File: src/rtl/id_ex_pipe.sv
// id_ex_pipe: decode->execute pipeline register with one-entry skid buffer.
// Ports: clk, rst (sync, active-high); decode side valid_i/ready_o + payload
//   inst_i, inst_addr_i, op1_i, op2_i, rd_addr_i, reg_wen_i; flush_i from
//   execute; execute side valid_o/ready_i + registered payload *_o.
// Optional: define ID_EX_STALL_CNT_EN to add stall_cnt_o (saturating count of
//   cycles with valid_o=1 and ready_i=0; cleared only by rst).
module id_ex_pipe #(
    parameter logic [31:0] NOP_INST = 32'h00000013
) (
    input  logic        clk,
    input  logic        rst,
    input  logic        valid_i,
    output logic        ready_o,
    input  logic [31:0] inst_i,
    input  logic [31:0] inst_addr_i,
    input  logic [31:0] op1_i,
    input  logic [31:0] op2_i,
    input  logic [4:0]  rd_addr_i,
    input  logic        reg_wen_i,
    input  logic        flush_i,
    output logic        valid_o,
    input  logic        ready_i,
`ifdef ID_EX_STALL_CNT_EN
    output logic [31:0] stall_cnt_o,
`endif
    output logic [31:0] inst_o,
    output logic [31:0] inst_addr_o,
    output logic [31:0] op1_o,
    output logic [31:0] op2_o,
    output logic [4:0]  rd_addr_o,
    output logic        reg_wen_o
);

    typedef struct packed {
        logic [31:0] inst;
        logic [31:0] addr;
        logic [31:0] op1;
        logic [31:0] op2;
        logic [4:0]  rd;
        logic        wen;
    } bundle_t;

    localparam bundle_t NOP_B = '{
        inst: NOP_INST, addr: 32'd0, op1: 32'd0,
        op2: 32'd0, rd: 5'd0, wen: 1'b0
    };

    bundle_t main_q, main_d;
    bundle_t skid_q, skid_d;
    logic    main_v_q, main_v_d;
    logic    skid_v_q, skid_v_d;
    bundle_t in_b;
    logic    accept;
    logic    fire;

    assign in_b = '{
        inst: inst_i, addr: inst_addr_i, op1: op1_i,
        op2: op2_i, rd: rd_addr_i, wen: reg_wen_i
    };

    // ready_o comes straight from the skid flop, so ready_i never
    // reaches decode combinationally.
    assign ready_o = ~skid_v_q;
    assign accept  = valid_i & ~skid_v_q;
    assign fire    = main_v_q & ready_i;

    always_comb begin
        main_d   = main_q;
        skid_d   = skid_q;
        main_v_d = main_v_q;
        skid_v_d = skid_v_q;
        if (flush_i) begin
            main_v_d = 1'b0;
            skid_v_d = 1'b0;
            main_d   = NOP_B;
            skid_d   = NOP_B;
        end else if (!main_v_q) begin
            if (accept) begin
                main_v_d = 1'b1;
                main_d   = in_b;
            end
        end else if (!skid_v_q) begin
            if (fire && accept) begin
                main_d = in_b;
            end else if (fire) begin
                // Drained: present NOP payload, never stale data.
                main_v_d = 1'b0;
                main_d   = NOP_B;
            end else if (accept) begin
                skid_v_d = 1'b1;
                skid_d   = in_b;
            end
        end else if (fire) begin
            // Skid entry is older than anything decode can send next.
            main_d   = skid_q;
            skid_v_d = 1'b0;
            skid_d   = NOP_B;
        end
    end

    always_ff @(posedge clk) begin
        if (rst) begin
            main_q   <= NOP_B;
            skid_q   <= NOP_B;
            main_v_q <= 1'b0;
            skid_v_q <= 1'b0;
        end else begin
            main_q   <= main_d;
            skid_q   <= skid_d;
            main_v_q <= main_v_d;
            skid_v_q <= skid_v_d;
        end
    end

    assign valid_o     = main_v_q;
    assign inst_o      = main_q.inst;
    assign inst_addr_o = main_q.addr;
    assign op1_o       = main_q.op1;
    assign op2_o       = main_q.op2;
    assign rd_addr_o   = main_q.rd;
    assign reg_wen_o   = main_q.wen;

`ifdef ID_EX_STALL_CNT_EN
    logic [31:0] stall_cnt_q, stall_cnt_d;

    always_comb begin
        stall_cnt_d = stall_cnt_q;
        if (main_v_q && !ready_i && stall_cnt_q != 32'hFFFF_FFFF) begin
            stall_cnt_d = stall_cnt_q + 32'd1;
        end
    end

    always_ff @(posedge clk) begin
        if (rst) begin
            stall_cnt_q <= 32'd0;
        end else begin
            stall_cnt_q <= stall_cnt_d;
        end
    end

    assign stall_cnt_o = stall_cnt_q;
`endif

endmodule

File: config.mk
export PLATFORM = sky130hd
export DESIGN_NAME = id_ex_pipe
export DESIGN_NICKNAME = d
export VERILOG_FILES = /design/src/rtl/id_ex_pipe.sv
export SDC_FILE = /design/constraint.sdc
export NUM_CORES = 1
export LEC_CHECK = 0
export ABC_CLOCK_PERIOD_IN_PS = 2500
export BUFFER_PORTS_ARGS = -buffer_cell sky130_fd_sc_hd__buf_2
export CORE_MARGIN = 8
export CORE_UTILIZATION = 29
export DETAILED_ROUTE_END_ITERATION = 8
export PLACE_DENSITY_LB_ADDON = 0.05
export SYNTH_ARGS = -nofsm -noshare
export SYNTH_HDL_FRONTEND = slang
export SYNTH_SLANG_ARGS = --single-unit
File: constraint.sdc
create_clock -name clk -period 2.5 [get_ports clk]
set_input_delay 0.125 -clock clk [delete_from_list [all_inputs] [get_ports clk]]
set_output_delay 0.125 -clock clk [all_outputs]
set_load 0.02 [all_outputs]
# --- Word level (Yosys, flattened, before mapping) ---
# Index checks and enable logic that the tools add are counted.
totals:
  regBits: 270
  word_cells: 45
  output_inout_bits: 136
  inputBits: 139
classes:
  n_mux: 17
  n_reduce_logical: 6
  bitwise: 3
  eq_ne: 5
op_table:
  columns: ["operator", "n"]
  rows:
  - ["$mux W134", 9]
  - ["$mux W1", 8]
  - ["$reduce_and A5 Y1", 1]
  - ["$ne A2 B2 Y1 const B", 2]
  - ["$reduce_bool A2 Y1", 2]
  - ["$ne A3 B1 Y1 const B", 1]
  - ["$ne A3 B2 Y1 const B", 1]
  - ["$reduce_and A3 Y1", 1]
  - ["$and A1 B1 Y1", 2]
  - ["$ne A2 B1 Y1 const B", 1]
  - ["$reduce_or A2 Y1", 1]
  - ["$logic_and A1 B1 Y1", 1]
  - ["$not A1 Y1", 1]

# --- Longest topological paths before layout ---
# Gate-level depths: netlist of run 1.
logic_depth:
  word_depth: 6
  ltp_mapped: 7
  depth_no_buf: 3

# --- Worst setup path after synthesis of run 1 ---
# Ideal clock, no wire load.
synth_path:
  path_type: "flip-flop to flip-flop"
  startpoint: "register main_v_q (netlist: valid_o)"
  endpoint: "register skid_q[100] (netlist bit)"
  slack_ps: 906
  arrival_time_ps: 1477
  stages_incl_launch_ff: 7
  setup_ps: 117
  path_buffers: 3
  path_cell_list: "dfxtp_1 > buf_2 > and3_1 > nor3_4 > buf_4 > buf_2 > a22o_1"
synth_between:
  elab_chain_cells: 4
  elab_cells_between_ends: 6
  cone_classes: "3 x eq/ne; 1 x bitwise; 2 x reduce/logical"
synth_lines:
  columns: ["item", "line", "rtl"]
  rows:
  - ["start, declared", "50", "logic main_v_q, main_v_d;"]
  - ["start signal, assigned", "110", "main_v_q <= main_v_d;"]
  - ["$and A1 B1 Y1", "65", "assign fire = main_v_q & ready_i;"]
  - ["$logic_and A1 B1 Y1", "83", "if (fire && accept) begin"]
  - ["$ne A2 B2 Y1 (no source line)", null, null]
  - ["$reduce_and A5 Y1 (no source line) (*)", null, null]
  - ["end signal, assigned", "109", "skid_q <= skid_d;"]
  - ["end, declared", "49", "bundle_t skid_q, skid_d;"]
# Mark *: on every way between the ends. The rest lies on a longest branch, timed or not.
# A chain may end at the register's enable or synchronous reset.

# --- Worst setup path in the final report of run 1 ---
layout_path:
  startpoint: "register main_v_q (netlist: valid_o)"
  endpoint: "register main_q, in the netlist op1_o[7]"
layout_between:
  elab_chain_cells: 5
  elab_cells_between_ends: 9
  cone_classes: "2 x eq/ne; 3 x mux; 1 x bitwise; 3 x reduce/logical"
layout_lines:
  columns: ["item", "line", "rtl"]
  rows:
  - ["$and A1 B1 Y1", "65", null]
  - ["$logic_and A1 B1 Y1", "83", null]
  - ["$mux W134", "83", null]
  - ["$mux W134", "82", "end else if (!skid_v_q) begin"]
  - ["$mux W134", "77", "end else if (!main_v_q) begin"]
  - ["end signal, assigned", "108", "main_q <= main_d;"]
  - ["end, declared", "48", "bundle_t main_q, main_d;"]
# Several ways; a longest one is shown, not always the timed one.

==> results of run 1 <==
## where the power goes
group	leakage, nW	switching (W)	internal (W)	total (W)
logic	3.25	0.000704	0.000475	0.00118
registers	2.19	0.0000635	0.00441	0.00448
clock network	0.554	0.00186	0.00294	0.00480
total	6.00	0.00263	0.00783	0.0105
## worst max-delay path by stage
stage	depth (start not counted)	startpoint	slack, ns	endpoint
5_1_grt	5	valid_o	0.46	op1_o[7]
3_5_place_dp	5	valid_o	0.59	op1_o[7]
6_report	5	valid_o	0.59	op1_o[7]
4_1_cts	5	valid_o	0.59	op1_o[7]
3_3_place_gp	5	valid_o	0.64	op1_o[7]
2_1_floorplan	6	valid_o	0.91	skid_q[100]
## registers in the layout (all words and copies together) (netlist names)
name         cells
skid_v_q         1
op2_o           32
skid_q         134
reg_wen_o        1
inst_addr_o     32
op1_o           32
inst_o          32
rd_addr_o        5
valid_o          1
## layout make-up
| cell class | instances | area, µm² | area share (%) |
|---|---|---|---|
| flip-flops and latches | 270 | 5410 | 36.7 |
| multi-input cells | 557 | 4090 | 27.8 |
| repair buffers | 433 | 3060 | 20.7 |
| clock buffers | 51 | 1070 | 7.25 |
| well taps | 461 | 577 | 3.91 |
| inverters | 133 | 499 | 3.39 |
| clock inverters | 8 | 42.5 | 0.289 |
## per-stage QoR
stage / worst slack [ns] / hold WS, ns
6_report: 0.594 / 0.0571
4_1_cts: 0.588 / 0.0325
3_3_place_gp: 0.636 / 0.347
3_5_place_dp: 0.592 / 0.353
5_1_grt: 0.459 / 0.0623
2_1_floorplan: 0.906 / 0.244
## Yosys cell counts (8+ instances only)
| cell type | count |
|---|---|
| o21ai_0 | 132 |
| nand2_1 | 133 |
| buf_4 | 9 |
| a221oi_1 | 70 |
| buf_6 | 8 |
| a221oi_2 | 60 |
| a22o_1 | 131 |
| inv_1 | 133 |
| clkbuf_1 | 56 |
| buf_2 | 29 |
| dfxtp_1 | 270 |
## worst register-to-register path: stages (launching register included)
cell	delay (ns)
dfxtp_1	0.56
nor2_1	0.16
nor3_4	0.20
buf_12	0.38
buf_4	0.38
a221oi_2	0.09
## metal layers
layer / global-route usage (%) / vias up / wire, µm / share of wire (%)
met1: 22.0 / 4483 / 16600 / 46
met4: 3.90 / 4 / 620 / 1.7
met2: 27.0 / 245 / 17000 / 47
li1: - / 4563 / - / -
met3: 3.68 / 51 / 2190 / 6.0
met5: 0 / - / 26 / 0.071
## cells by family (layout without fill, tap and decap cells)
| logic type | Yosys count | in the layout | synth area share (%) |
|---|---|---|---|
| flops | 270 | 270 | 51.6 |
| compound gates | 407 | 407 | 32.8 |
| simple gates | 150 | 150 | 5.90 |
| buf+inv | 236 | 625 | 9.70 |
==> impl_metrics.json, run 1 <==
{
  "count_of_flip_flops_with_a_built_in_enable_after_synthesis": 0,
  "finish.net_count": 1568,
  "ys_async_sr_fraction_pct": 0,
  "clk_path_buf_depth": 3,
  "max-cap-violations": 0,
  "post_cts_resize_count": 0,
  "place_area_um2": 12300,
  "detail_route.vias_per_cell": 4.89,
  "grt_pass1_wl_um": 56200,
  "timing.critical_path.slowest_cell_delay_ns": 0.56,
  "synth_cell_types": 29,
  "post_place_cells": 1719,
  "gp_routability_congestion": 0.689,
  "synth.top_cell.area_share_pct": 51.6,
  "required_ns": 2.85,
  "effective_utilization_at_floorplan_pct": 29.4,
  "area.growth.synth_to_final_pct": 40.7,
  "detail_route.wl_per_cell_um": 19.1,
  "worstHoldEndpoint": "skid_v_q",
  "setup_total_negative_slack_ns": 0,
  "result_of_the_run": "complete, no violations",
  "grt_max_degree": 82,
  "row_count": 69,
  "power_density_nw_per_um2": 709,
  "core_um2": 35600,
  "clock_tree_from_tritoncts": "built",
  "synth_cells": 1063,
  "cts_hold_buf": 135,
  "detail_route.first_pass.iterations": 5,
  "ff2ff_setup_slack_ns": 0.59,
  "post-route-cell-area_um2": 14700,
  "synth_warnings": 0,
  "numCtsBuffers": 34,
  "startpoint_type": "flop",
  "grt_usage_pct": 16.5,
  "detailedRoute.firstIterationViolations": 451,
  "crit_type": "reg2reg",
  "yosysSeqAreaShare_pct": 51.6,
  "slew-limit-headroom_pct": 44.4,
  "layout_min_cycle_time_ns": 1.91,
  "critical_path_peak_fanout": 57,
  "post_synthesis_sequential_element_count": 270,
  "finish.cell_count_without_fillers": 1913,
  "worstPathArrival_ns": 2.25,
  "post_synth_main_area_contributors": "dfxtp_1, a22o_1, a221oi_2",
  "die_w_um": 206,
  "max_freq_ghz": 0.525,
  "clk_transition_reported_paths_ns": 0.06,
  "clockRootBuffer": "clkbuf_16",
  "hold_viol_final": 0,
  "postLayoutCoreUtil_pct": 41.4,
  "finClkSkew_ns": 0.0152,
  "worst_path_dominant_cell_family": "buffers and inverters",
  "route.antenna.remaining_nets": 0,
  "dp.final_hpwl_um": 21600,
  "totalWireLength_um": 36500,
  "synth_area_per_cell_um2": 9.85,
  "timing.critical_path.to_type": "flop",
  "final_common_cell": "buf_2",
  "timing.hold.worst_path_depth": 4,
  "grt_pass1_vias": 9655,
  "ioPinCount": 275,
  "layout_common_cells": "buf_2, dfxtp_1, dlygate4sd3_1",
  "vdd_ir_drop_max_uv": 435,
  "critical_path.reg2reg.endpoint": "op1_o[7]",
  "vias": 9346,
  "totalPowerFinal_w": 0.0105,
  "diodes": 0,
  "hold_path.class": "in2reg",
  "cts_sinks": 270,
  "globalRouteOverflowTotal": 0,
  "worstReg2RegStart": "valid_o",
  "antenna_violations_before_repair": 2,
  "crit_path_cell_trace": "nor2_1, nor3_4, buf_12, buf_4, a221oi_2",
  "drc": 0,
  "min_period_over_period_pct": 76.2,
  "timing.final.max_slew_violations": 0,
  "total_leakage_power_nw": 6.00,
  "buffer_ports.inserted": 274,
  "critical-path-slowest-cell": "dfxtp_1",
  "cts.repair_timing.setup_buffer_count": 0,
  "rr_worst_depth": 5,
  "netlist.top_cell.by_area": "dfxtp_1",
  "fill_cells": 3524,
  "htreeDepth": 2,
  "setup-violations-final": 0,
  "syn-num-nets": 1202,
  "ys_dominant_reg_cell": "dfxtp_1",
  "synthesis.area_um2": 10500,
  "floorplan.die_area_um2": 42500,
  "min-delay-start": "ready_i",
  "die-height_um": 206,
  "latest_clock_arrival_within_the_worst_skew_pair_ns": 0.50,
  "path_buf_inv": 2,
  "layout_cells_sized_above_1_pct": 28.8,
  "setup_repair_after_global_routing_missed_its_margin": "false",
  "worst_slew_pin_tran_ns": 0.833
}
Note: power is estimated with default switching activity, not from simulation.
==> run 2, diff against run 1 <==
--- a/config.mk
+++ b/config.mk
@@ -5,7 +5,8 @@
 export SDC_FILE = /design/constraint.sdc
 export NUM_CORES = 1
 export LEC_CHECK = 0
-export ABC_CLOCK_PERIOD_IN_PS = 2500
+export ABC_AREA = 1
+export ABC_CLOCK_PERIOD_IN_PS = 1600
 export BUFFER_PORTS_ARGS = -buffer_cell sky130_fd_sc_hd__buf_2
 export CORE_MARGIN = 8
 export CORE_UTILIZATION = 29
==> constraint.sdc (replaced) <==
create_clock -name clk -period 1.6 [get_ports clk]
set_input_delay 0.08 -clock clk [delete_from_list [all_inputs] [get_ports clk]]
set_output_delay 0.08 -clock clk [all_outputs]
set_load 0.02 [all_outputs]
==> run 2 against run 1 <==
  * Via count grew 54%
  * Sequential share of layout area fell by 6.9 points
  * Sequential cell count unchanged
  * Cell area up 23%
  * Critical path depth rose by 2
  * Largest cell class is now multi-input gates
  * Largest power group unchanged
==> impl_metrics.json, run 2 <==
{
  "globalRouteOverflowTotal": 0,
  "setup_total_negative_slack_ns": 0,
  "postLayoutCoreUtil_pct": 40.0,
  "post_synth_main_area_contributors": "dfxtp_1, nor2_1, nand3_1",
  "rr_worst_depth": 7,
  "result_of_the_run": "complete, no violations",
  "numCtsBuffers": 37,
  "whs_ns": 0.125,
  "finClkSkew_ns": 0.0202,
  "core_um2": 45400,
  "vdd_ir_drop_max_uv": 600,
  "antenna_violations_before_repair": 5,
  "dp.final_hpwl_um": 29700,
  "hold_path.class": "in2reg",
  "layout_min_cycle_time_ns": 1.53,
  "ioPinCount": 275,
  "place_area_um2": 15500,
  "min-delay-start": "ready_i",
  "post_synthesis_sequential_element_count": 270,
  "final_critical_path_setup_slack_ns": 0.0654,
  "critical_path_peak_fanout": 45,
  "max-cap-violations": 0,
  "largest_register_ffs": 134,
  "cts_sinks": 270,
  "effective_utilization_at_floorplan_pct": 29.3,
  "max_freq_ghz": 0.652,
  "floorplan.die_area_um2": 53000,
  "grt_max_degree": 109,
  "timing.hold.worst_path_depth": 5,
  "fill_cells": 4909,
  "vias": 14398,
  "area.growth.synth_to_final_pct": 36.6,
  "layout_common_cells": "nor2_1, nand2_1, nand3_1",
  "worst_slew_pin_tran_ns": 0.588,
  "timing.final.max_slew_violations": 0,
  "die-height_um": 230,
  "yosysSeqAreaShare_pct": 40.6,
  "synthesis.area_um2": 13300,
  "latest_clock_arrival_within_the_worst_skew_pair_ns": 0.54,
  "most_repeated_cell_in_the_gate_level_netlist_after_synthesis": "nor2_1",
  "slew-limit-headroom_pct": 60.8,
  "pre_cts_slack_ns": 0.00586,
  "grt_usage_pct": 19.2,
  "gp_routability_congestion": 0.755,
  "clock_tree_from_tritoncts": "built",
  "layout_cells_sized_above_1_pct": 15.6,
  "netlist.top_cell.by_area": "dfxtp_1",
  "startpoint": "skid_v_q",
  "timing.critical_path.to_type": "flop",
  "post-route-cell-area_um2": 18200,
  "clk_path_buf_depth": 3,
  "detailedRoute.firstIterationViolations": 835,
  "row_count": 78,
  "grt_pass1_wl_um": 82800,
  "min_period_over_period_pct": 95.9,
  "setup_repair_after_global_routing_missed_its_margin": "true",
  "route.antenna.remaining_nets": 0,
  "htreeDepth": 2,
  "finish.net_count": 2631,
  "registers.top_by_ff_count": "skid_q",
  "synth_cells": 2160,
  "total_leakage_power_nw": 8.40,
  "clk_transition_reported_paths_ns": 0.05,
  "worstPathArrival_ns": 2.01,
  "buffer_ports.inserted": 274,
  "hold_viol_final": 0,
  "detail_route.vias_per_cell": 4.62,
  "detail_route.wl_per_cell_um": 17.0,
  "synth_cell_types": 16,
  "power_density_nw_per_um2": 991,
  "drc": 0,
  "syn-num-nets": 2299,
  "ys_async_sr_fraction_pct": 0,
  "synth_area_per_cell_um2": 6.16,
  "crit_type": "reg2reg",
  "cts.repair_timing.setup_buffer_count": 0,
  "ys_dominant_reg_cell": "dfxtp_1",
  "clockRootBuffer": "clkbuf_16",
  "die_w_um": 230,
  "detail_route.first_pass.iterations": 5,
  "grt_pass1_vias": 14351,
  "final_common_cell": "nor2_1",
  "totalWireLength_um": 52900,
  "synth.top_cell.area_share_pct": 40.6,
  "synth_warnings": 0,
  "required_ns": 2.07,
  "setup-violations-final": 0,
  "worstReg2RegStart": "skid_v_q",
  "post_synth_most_frequent_cells": "nor2_1, nand2_1, nand3_1",
  "count_of_flip_flops_with_a_built_in_enable_after_synthesis": 0,
  "startpoint_type": "flop"
}
-- run 2: cell types whose count changed after synthesis, sizes merged, moves of 3 or more --
cell	before	now
nand2b	4	0
nand3	2	360
inv	133	273
nor2	4	493
o22a	3	0
a221o	3	0
clkbuf	56	62
a22o	131	0
buf	47	104
a21oi	2	172
o21ai	132	2
a221oi	130	0
a21o	3	0
nand2	133	423
-- run 2: layout make-up --
cell class	count	area, µm²	share of cell area [%]
multi-input cells	1451	6200	34.1
flip-flops and latches	270	5410	29.8
repair buffers	459	3570	19.7
clock buffers	53	1110	6.10
inverters	273	1030	5.67
well taps	600	751	4.13
clock inverters	9	98.8	0.544
diodes	1	2.50	0.0138
-- run 2: per-layer routing --
layer	share of wire (%)	track usage, %	wire (µm)	vias to the layer above
met3	5.0	3.66	2650	61
met5	0.087	0	46	-
li1	-	-	-	7287
met4	1.6	4.57	844	8
met1	47	26.0	24700	6693
met2	47	31.4	24600	349
-- run 2: report_power, final --
group / total, W / switching (W) / internal (W)
combinational: 0.00263 / 0.00158 / 0.00105
clock: 0.00832 / 0.00321 / 0.00511
sequential: 0.00707 / 0.000125 / 0.00694
total: 0.0180 / 0.00491 / 0.0131
-- run 2: path summary, 6_finish.rpt --
path | endpoint | slack, ns
max | op2_o[31] | 0.07
min | skid_v_q | 0.12
max reg2reg | op2_o[31] | 0.07
min reg2reg | skid_q[102] | 0.46
-- run 2: through the flow --
stage | instances | total power, W
global placement | 2913 | 0.00955
detailed placement | 2913 | 0.00956
finish | 3116 | 0.0180
floorplan | 2160 | 0.00860
CTS | 3114 | 0.0183
global route | 3115 | 0.0188
-- run 2: what timing repair did --
action,4_1_cts,5_1_grt
hold buffers,137,0
gates cloned,2,1
gates resized for setup,4,2
setup endpoints to repair,9,96
pin swaps,0,0
hold endpoints to repair,270,0
-- run 2: worst max-delay path, cell delays in order, from the launching register on --
cell and delay, ns:
dfxtp_4 0.37, inv_6 0.12, nand2_2 0.10, buf_4 0.16, nand2_4 0.10, buf_12 0.26
nand3_1 0.13, a21oi_1 0.17
-- run 2: logic make-up after synthesis --
logic type | count (synthesis) | synth area share, %
buffers and inverters | 439 | 13.3
DFF | 270 | 40.6
AOI/OAI and AO/OA | 175 | 6.59
and+or+nand+nor | 1276 | 39.5
==> run 3, diff against run 2 <==
--- a/config.mk
+++ b/config.mk
@@ -9,8 +9,9 @@
 export ABC_CLOCK_PERIOD_IN_PS = 1600
 export BUFFER_PORTS_ARGS = -buffer_cell sky130_fd_sc_hd__buf_2
 export CORE_MARGIN = 8
-export CORE_UTILIZATION = 29
+export CORE_UTILIZATION = 50
 export DETAILED_ROUTE_END_ITERATION = 8
+export GPL_ROUTABILITY_DRIVEN = 0
 export PLACE_DENSITY_LB_ADDON = 0.05
 export SYNTH_ARGS = -nofsm -noshare
 export SYNTH_HDL_FRONTEND = slang
==> run 3 against run 2 <==
  * Register-to-register slack better by 0.05 ns
  * Sequential cell count stayed put
  * Clock skew is 0.011 ns lower
  * Cell area is 3.6% lower
  * First-iteration DRC count is 64% higher
  * Routed wire length is 17% lower
  * Sequential power hardly changed
  * Via count is 0.61% higher
  * Hold slack worse by 0.10 ns
  * Global-route usage is 7.6 points higher
  * Utilization is 27 points higher
  * Critical path type is now reg2out
  * Critical endpoint is now ready_o
  * Largest cell class unchanged
==> impl_metrics.json, run 3 (synthesis results as in run 2) <==
{
  "result_of_the_run": "complete, no violations",
  "total_leakage_power_nw": 8.26,
  "totalPowerFinal_w": 0.0163,
  "clk_path_buf_depth": 3,
  "finClkSkew_ns": 0.00960,
  "required_ns": 1.52,
  "setup_total_negative_slack_ns": 0,
  "clk_transition_reported_paths_ns": 0.06,
  "clockPowerShare_pct": 41.0,
  "ioPinCount": 275,
  "diodes": 0,
  "net-switching-power_w": 0.00441,
  "floorplan.die_area_um2": 32100,
  "area.growth.synth_to_final_pct": 31.7,
  "drt-met1-wl_um": 19300,
  "grt_pass1_vias": 13973,
  "pre_cts_slack_ns": 0.0931,
  "grt_max_degree": 84,
  "grt_usage_pct": 26.8,
  "registers.top_by_ff_count": "skid_q",
  "detail_route.first_pass.iterations": 5,
  "timing.critical_path.to_type": "primary output",
  "vias": 14486,
  "vdd_ir_drop_max_uv": 882,
  "drc": 0,
  "dp.final_hpwl_um": 25800,
  "htreeDepth": 1,
  "clockRootBuffer": "clkbuf_16",
  "p_int_w": 0.0119,
  "globalRouteOverflowTotal": 0,
  "post-route-cell-area_um2": 17500,
  "cts_sinks": 270,
  "hold_viol_final": 0,
  "swShare_pct": 27.1,
  "row_count": 59,
  "cts.repair_timing.setup_buffer_count": 0,
  "wl_met3_um": 3320,
  "slew-limit-headroom_pct": 67.5,
  "share_seq_of_total_power_pct": 43.4,
  "timing.final.max_slew_violations": 0,
  "power_density_nw_per_um2": 929,
  "pwr-share-comb_pct": 15.6,
  "largest_register_ffs": 134,
  "max_freq_ghz": 0.666,
  "clock_tree_from_tritoncts": "built",
  "crit_type": "reg2out",
  "setup_repair_after_global_routing_missed_its_margin": "false",
  "critical_path_peak_fanout": 11,
  "core_um2": 26100,
  "route.antenna.remaining_nets": 0,
  "final_common_cell": "nor2_1",
  "worstPathArrival_ns": 1.42,
  "numCtsBuffers": 31,
  "layout_common_cells": "nor2_1, nand2_1, nand3_1",
  "latest_clock_arrival_within_the_worst_skew_pair_ns": 0.55,
  "hold_path.class": "in2reg",
  "final_critical_path_setup_slack_ns": 0.0988,
  "worst_slew_pin_tran_ns": 0.488,
  "finish.net_count": 2631,
  "max-cap-violations": 0,
  "layout_min_cycle_time_ns": 1.50,
  "totalWireLength_um": 44100,
  "detail_route.vias_per_cell": 5.09,
  "grt_pass1_wl_um": 71200,
  "min_period_over_period_pct": 93.8,
  "effective_utilization_at_floorplan_pct": 50.9,
  "layout_cells_sized_above_1_pct": 15.4,
  "setup-violations-final": 0,
  "antenna_violations_before_repair": 1,
  "die_w_um": 179,
  "startpoint_type": "flop",
  "top_layer": "met5",
  "whs_ns": 0.0202,
  "met2_wirelength_um": 20200,
  "detailedRoute.firstIterationViolations": 1373,
  "place_area_um2": 15100,
  "detail_route.wl_per_cell_um": 15.5,
  "buffer_ports.inserted": 274,
  "die-height_um": 179
}
## run 3: cell types whose count changed in the layout (fill, tap and decap cells not counted), sizes merged
cell,delta
bufinv,-2
inv,-1
dlygate4sd3,-1
clkbuf,-5
diode,-1
buf,+8
clkinv,-3
## run 3: worst paths after layout
| path | startpoint | endpoint | slack (ns) | depth (start not counted) |
|---|---|---|---|---|
| setup reg to reg | skid_v_q | skid_q[126] | 0.12 | 8 |
| hold / removal | flush_i | inst_o[20] | 0.02 | 5 |
| setup / recovery | skid_v_q | ready_o | 0.1 | 3 |
| hold reg to reg | skid_q[102] | skid_q[102] | 0.46 | 2 |
## run 3: power groups by stage
stage | combinational, W | clock, W | sequential [W]
final | 0.00254 | 0.00667 | 0.00706
after global routing | 0.00281 | 0.00704 | 0.00708
after CTS | 0.00252 | 0.00677 | 0.00706
after detailed placement | 0.00224 | 0 | 0.00720
after global placement | 0.00222 | 0 | 0.00720
after floorplan | 0.00122 | 0 | 0.00738
## run 3: critical path: stages (launching register included)
cell and delay, ns:
dfxtp_2 0.36, inv_4 0.16, buf_12 0.17, buf_2 0.17
## run 3: metal layers
layer,vias to the layer above,global-route usage [%]
li1,7293,-
met1,6522,34.7
met2,575,45.0
met3,94,4.59
met4,2,8.57
met5,-,0
## run 3: metrics by stage
stage | instances | util [%]
final | 2846 | 67.1
after global routing | 2846 | 67.1
after CTS | 2846 | 67.0
after detailed placement | 2657 | 57.9
after global placement | 2657 | 57.9
after floorplan | 2160 | -
## run 3: area by class of cell
class                      instances  area [µm²]
timing repair buffer             465        3530
fill                            2392        8600
tap                              335         419
clock buffer                      49         923
clock inverter                     3        18.8
multi-input combinational       1451        6200
inverter                         273        1030
sequential                       270        5410
## run 3: what timing repair did
item | in CTS | in global routing
hold buffers | 136 | 0
endpoints found under the hold margin | 270 | 0
endpoints found under the setup margin | 1 | 39
cloned | 2 | 0
resized for setup | 1 | 7
